File: config.mk
export PLATFORM = sky130hd
export DESIGN_NAME = tl_client_arbiter_2to1
export DESIGN_NICKNAME = d
export VERILOG_FILES = /design/src/rtl/tl_client_arbiter_2to1.sv
export SDC_FILE = /design/constraint.sdc
export NUM_CORES = 1
export LEC_CHECK = 0
export ABC_CLOCK_PERIOD_IN_PS = 2900
export CAP_MARGIN = 30
export CORE_AREA = 4 4 234 236
export CTS_CLUSTER_SIZE = 24
export DETAILED_ROUTE_END_ITERATION = 7
export DIE_AREA = 0 0 238 240
export SYNTH_ARGS = -nofsm -noshare
export SYNTH_HDL_FRONTEND = slang
export SYNTH_SLANG_ARGS = --single-unit
File: constraint.sdc
create_clock -name clock -period 2.9 [get_ports clock]
set_input_delay 0.725 -clock clock [delete_from_list [all_inputs] [get_ports clock]]
set_output_delay 0.725 -clock clock [all_outputs]
set_load 0.01 [all_outputs]
File: src/rtl/tl_client_arbiter_2to1.sv
// 2:1 TileLink-UL client arbiter: round-robin A channel with burst lock,
// client ID prepended as the top source bit, D routed back by that bit.
// Datapath is purely combinational; only the burst lock, the beat counter
// and the round-robin pointer are registered.
module tl_client_arbiter_2to1 #(
  parameter int BEAT_BYTES = 8,
  parameter int MAX_SIZE   = 6,
  parameter int IN_SRC_W   = 4
) (
  input  logic                      clock,
  input  logic                      reset,
  input  logic                      in0_a_valid,
  output logic                      in0_a_ready,
  input  logic [113+IN_SRC_W-1:0]   in0_a_bits,
  output logic                      in0_d_valid,
  input  logic                      in0_d_ready,
  output logic [75+IN_SRC_W-1:0]    in0_d_bits,
  input  logic                      in1_a_valid,
  output logic                      in1_a_ready,
  input  logic [113+IN_SRC_W-1:0]   in1_a_bits,
  output logic                      in1_d_valid,
  input  logic                      in1_d_ready,
  output logic [75+IN_SRC_W-1:0]    in1_d_bits,
  output logic                      out_a_valid,
  input  logic                      out_a_ready,
  output logic [113+IN_SRC_W:0]     out_a_bits,
  input  logic                      out_d_valid,
  output logic                      out_d_ready,
  input  logic [75+IN_SRC_W:0]      out_d_bits
);

  localparam int A_IN_W  = 113 + IN_SRC_W;
  localparam int D_OUT_W = 76 + IN_SRC_W;
  localparam int LG_BEAT = $clog2(BEAT_BYTES);
  localparam int CW      = MAX_SIZE - LG_BEAT;   // beat counter width

  logic              r_lock;
  logic              r_owner;
  logic              r_rr_ptr;
  logic [CW-1:0]     r_beat_cnt;

  logic              w_grant;
  logic              w_sel_valid;
  logic [A_IN_W-1:0] w_sel_bits;
  logic              w_fire;
  logic [2:0]        w_opcode;
  logic [2:0]        w_size;
  logic [2:0]        w_size_cl;
  logic [CW:0]       w_beats;
  logic [CW-1:0]     w_beats_m1;
  logic              w_dst;

  // Grant: locked owner wins; otherwise the lone valid client, or rr_ptr on a tie
  always_comb begin
    w_grant = r_rr_ptr;
    if (r_lock)                          w_grant = r_owner;
    else if (in0_a_valid && !in1_a_valid) w_grant = 1'b0;
    else if (in1_a_valid && !in0_a_valid) w_grant = 1'b1;
  end

  assign w_sel_valid = w_grant ? in1_a_valid : in0_a_valid;
  assign w_sel_bits  = w_grant ? in1_a_bits  : in0_a_bits;

  assign out_a_valid = !reset && w_sel_valid;
  assign in0_a_ready = !reset && out_a_ready && !w_grant;
  assign in1_a_ready = !reset && out_a_ready &&  w_grant;
  assign w_fire      = out_a_valid && out_a_ready;

  // Client ID slots in directly above the client's own source field
  assign out_a_bits = {w_sel_bits[A_IN_W-1:104+IN_SRC_W], w_grant,
                       w_sel_bits[103+IN_SRC_W:0]};

  assign w_opcode = w_sel_bits[A_IN_W-1 -: 3];
  assign w_size   = w_sel_bits[104+IN_SRC_W +: 3];

  // Beat count of the message on the granted client; oversize clamps to MAX_SIZE
  always_comb begin
    w_size_cl  = (32'(w_size) > MAX_SIZE) ? 3'(MAX_SIZE) : w_size;
    w_beats    = '0;
    w_beats_m1 = '0;
    if (w_opcode <= 3'd3 && 32'(w_size_cl) > LG_BEAT) begin
      w_beats    = (CW+1)'(1) << (w_size_cl - 3'(LG_BEAT));
      w_beats_m1 = CW'(w_beats - (CW+1)'(1));
    end
  end

  // Burst lock, beat countdown and round-robin pointer update on A fire
  always_ff @(posedge clock) begin
    if (reset) begin
      r_lock     <= 1'b0;
      r_owner    <= 1'b0;
      r_rr_ptr   <= 1'b0;
      r_beat_cnt <= '0;
    end else if (w_fire) begin
      if (r_lock) begin
        r_beat_cnt <= r_beat_cnt - CW'(1);
        if (r_beat_cnt == CW'(1)) begin
          r_lock   <= 1'b0;
          r_rr_ptr <= ~r_owner;
        end
      end else if (w_beats_m1 != '0) begin
        r_lock     <= 1'b1;
        r_owner    <= w_grant;
        r_beat_cnt <= w_beats_m1;
      end else begin
        r_rr_ptr <= ~w_grant;
      end
    end
  end

  // D routing is stateless: the top source bit picks the client
  assign w_dst       = out_d_bits[67+IN_SRC_W];
  assign in0_d_bits  = {out_d_bits[D_OUT_W-1:68+IN_SRC_W], out_d_bits[66+IN_SRC_W:0]};
  assign in1_d_bits  = in0_d_bits;
  assign in0_d_valid = !reset && out_d_valid && !w_dst;
  assign in1_d_valid = !reset && out_d_valid &&  w_dst;
  assign out_d_ready = !reset && (w_dst ? in1_d_ready : in0_d_ready);

endmodule

==> run_results.csv <==
group,metric,value,unit
grt,antenna_found_initial,3,
sta,min_period_over_period,104,%
clock_network,cts.clk_slew.worst_paths,0.03,ns
clock_network,htree_levels,1,
sta,setup_slack,-0.118,ns
floorplanning,start_util,6.14,%
power_and_ir_drop,power_density,299,nW/um^2
sta,slew_headroom,73.9,%
finish,drive_above_1_share,40.5,%
synth,syn_avg_cell_area,5.29,sq um
hold_path,hp-start,"r_beat_cnt[1]",
synth,yosys_warnings,0,
synth,ys_seq_elements,6,
synth,synth_simple_gate_area_share,46.1,%
sta,clock.fmax,331,MHz
worst_setup_path,timing.critical_path.to_type,"output pin",
flow_run,cap_violations,0,
sta,tightestPinTransition,0.390,ns
route,drt_wl_total,32300,microns
worst_setup_path,crit_top_cell,"buf_12",
clock_network,cts.sinks,6,
run_status,outcome,"finished, violations left",
worst_setup_path,reg2reg_depth,12,
power_and_ir_drop,pwr-share-seq,3.8,%
finish,stdcell_count,1568,
floorplanning,die_area,57100,sq um
worst_setup_path,worstSetupStartpointType,"input port",
grt,grt_remaining_overflow,0,
worst_setup_path,worstPathArrival,2.29,ns
route,ant_nets,0,
power_and_ir_drop,p_leak,3.78,nW
finish,final_cell_mix,"clkdlybuf4s50_1, nand2_1, nand2_2",
route,via_per_inst,3.16,
hold_path,whs_endpoint,"r_beat_cnt[1]",
synth,synthMuxAreaShare,1.75,%
hold_path,hold_class,"flip-flop to flip-flop",
worst_setup_path,regToRegStartpoint,"r_owner",
worst_setup_path,required,2.17,ns
clock_network,clk_path_buf_depth,2,
clock_network,cts_tree,"built",
worst_setup_path,critPathMaxFanout,5,
placed_design,placed_cells,1493,
placed_design,dp_hpwl,21800,microns
worst_setup_path,path_buf_inv,8,
route,vias,4950,
power_and_ir_drop,irDropWorstVdd,0.160,mV
synth,yosys_most_used_dff,"dfxtp_1",
power_and_ir_drop,clkPwrFrac,9.1,%
clock_network,root_buffer,"clkbuf_16",
route,route.met3.wl,4730,microns
finish,syn_to_final_growth,156,%
sta,drv_slew,0,
sta,period_minus_slack,3.02,ns
worst_setup_path,cpPeakStageDelay,0.20,ns
route,drc_errors,0,
route,dr.pass1.iters,4,
floorplanning,core,52400,sq um
route,routed.top_layer,"met5",
route,met1Wirelength,10800,microns
synth,synth_area,3220,sq um
worst_setup_path,worst_r2r_endpoint,"r_beat_cnt[2]",
power_and_ir_drop,power.internal,1.44,mW
worst_setup_path,crit_path_cell_trace,"buf_6, nor2b_4, o211ai_4, and2_4, buf_12, inv_16, buf_12, buf_16, buf_12, buf_4, nand2_2, nand2_2, buf_6",
grt,grt_usage,10.3,%
finish,final_common_cell,"clkdlybuf4s50_1",
worst_setup_path,crit_family,"buffers and inverters",
route,wire_per_inst,20.6,microns
placed_design,place_congestion,0.817,
grt,grt_pass1_wl,41500,microns
placed_design,io_buffers,366,
floorplanning,row_count,84,
worst_setup_path,crit_slowest_cell,"and2_4",
synth,synthCells,609,
synth,async_flop_share,0,%
finish,nNetsFinal,1204,
sta,hold_violations,0,
run_status,violations,"setup timing",
hold_path,hold_depth,1,
clock_network,numCtsBuffers,3,
synth,synthXorXnorAreaFrac,0,%
grt,grt_pass1_vias,5259,
synth,synth_top_family_by_area,"simple AND/OR/NAND/NOR gates",
finish,final_util,15.7,%
synth,synthAdderAreaFrac,1.17,%
sta,skew,0.00132,ns
synth,synth_fp_nets,934,
sta,rsz0062_at_grt,"yes",
power_and_ir_drop,power.share.switching,41.6,%
route,drt-initial-drc-count,170,
synth,synth_compound_area_share,5.99,%
worst_setup_path,r2r_slack,0.10,ns
clock_network,clock_latency,0.23,ns
floorplanning,chipHeight,240,microns
route,route.met2.wl,15800,microns
grt,grt_max_degree,16,
power_and_ir_drop,netSwitchingPower,1.03,mW
synth,yosysUniqueCellTypes,41,
sta,final-setup-viol-count,40,
floorplanning,die_w,238,microns
worst_setup_path,worstSetupPathType,"input port to output pin",
sta,setup-tns-final,-1.29,ns
floorplanning,num_io_pins,604,
power_and_ir_drop,pwr-share-comb,87.1,%
synth,seq_area_frac_synth,3.73,%
synth,synth_edf_count,0,
## cell type report
| type | instances | area [sq um] |
|---|---|---|
| timing repair inverter | 1 | 20.0 |
| clock buffer | 3 | 75.1 |
| tap | 688 | 861 |
| multi-input combinational | 411 | 2350 |
| fill | 5970 | 44200 |
| sequential | 6 | 120 |
| antenna | 3 | 7.51 |
| inverter | 7 | 42.5 |
| timing repair buffer | 449 | 4780 |
## sequential cells by signal, indices dropped and copies added, names as in the netlist
name	count
r_beat_cnt	3
r_owner	1
r_rr_ptr	1
r_lock	1
## worst register-to-register path: stages (launching register included)
cell,delay [ns]
dfxtp_1,0.40
nand2_1,0.23
and2_4,0.24
buf_12,0.16
buf_8,0.13
buf_16,0.14
mux2i_4,0.20
or3_1,0.33
ha_2,0.20
or3_4,0.33
a22oi_2,0.18
nor2b_2,0.08
o21ai_1,0.12
## stage by stage
stage | power (mW) | instance area, sq um | hold slack, ns | setup WS [ns]
6_report | 2.47 | 8250 | 0.523 | -0.118
2_1_floorplan | 0.815 | 3220 | 0.472 | 0.000280
3_3_place_gp | 1.59 | 6660 | 0.481 | -0.904
4_1_cts | 2.42 | 7920 | 0.515 | -0.170
3_5_place_dp | 1.61 | 6660 | 0.507 | -0.953
5_1_grt | 2.63 | 8250 | 0.550 | -0.174
## Yosys cell counts, types with 2 or more instances
| library cell | number | area share [%] |
|---|---|---|
| nor2_1 | 9 | 1.0 |
| nand2b_1 | 5 | 0.97 |
| nand2_1 | 344 | 40 |
| o21ai_0 | 2 | 0.31 |
| o211ai_1 | 2 | 0.47 |
| buf_4 | 159 | 37 |
| buf_1 | 12 | 1.4 |
| buf_2 | 10 | 1.6 |
| dfxtp_1 | 6 | 3.7 |
| inv_1 | 5 | 0.58 |
| a21oi_1 | 9 | 1.4 |
| clkbuf_1 | 4 | 0.47 |
| or3_1 | 2 | 0.39 |
| and2_1 | 2 | 0.39 |
| nor2b_1 | 5 | 0.97 |
| and3_1 | 3 | 0.58 |
| ha_1 | 3 | 1.2 |
| inv_2 | 2 | 0.23 |
| mux2i_1 | 3 | 0.93 |
## worst max-delay path by stage
| stage | startpoint | to | cells past startpoint |
|---|---|---|---|
| 4_1_cts | in1_a_valid | out_a_bits[99] | 13 |
| 6_report | in1_a_valid | out_a_bits[66] | 13 |
| 3_3_place_gp | in1_a_valid | out_a_bits[107] | 9 |
| 5_1_grt | in1_a_valid | out_a_bits[99] | 13 |
| 3_5_place_dp | in1_a_valid | out_a_bits[107] | 9 |
| 2_1_floorplan | in1_a_valid | r_beat_cnt[2] | 11 |
## repair_timing
action | CTS | global route
pin swaps | 83 | 30
buffers inserted | 44 | 14
cloned | 23 | 0
setup endpoints to repair | 123 | 79
hold buffers | 0 | 0
gates resized for setup | 643 | 113
## per-layer routing
layer / vias to the layer above / track usage, %
met1: 2187 / 10.6
met4: 2 / 2.96
met2: 448 / 18.4
met5: - / 0
met3: 57 / 5.45
li1: 2256 / -
## logic make-up (layout without fill, tap and decap cells)
family                   Yosys count  after routing
AND/OR/NAND/NOR                  377            377
buffers and inverters            192            460
other                              0              3
multiplexers                       5              5
adder cells (fa/ha/maj)            3              3
AO/OA/AOI/OAI                     26             26
flip-flops                         6              6
## power groups by stage
stage,combinational (mW),sequential [mW],clock [mW]
after floorplan,0.721,0.0945,0
after global placement,1.50,0.0945,0
after detailed placement,1.51,0.0950,0
after CTS,2.10,0.0938,0.229
after global routing,2.30,0.0945,0.236
final,2.15,0.0942,0.225
Power figures use the tool's default switching activity.
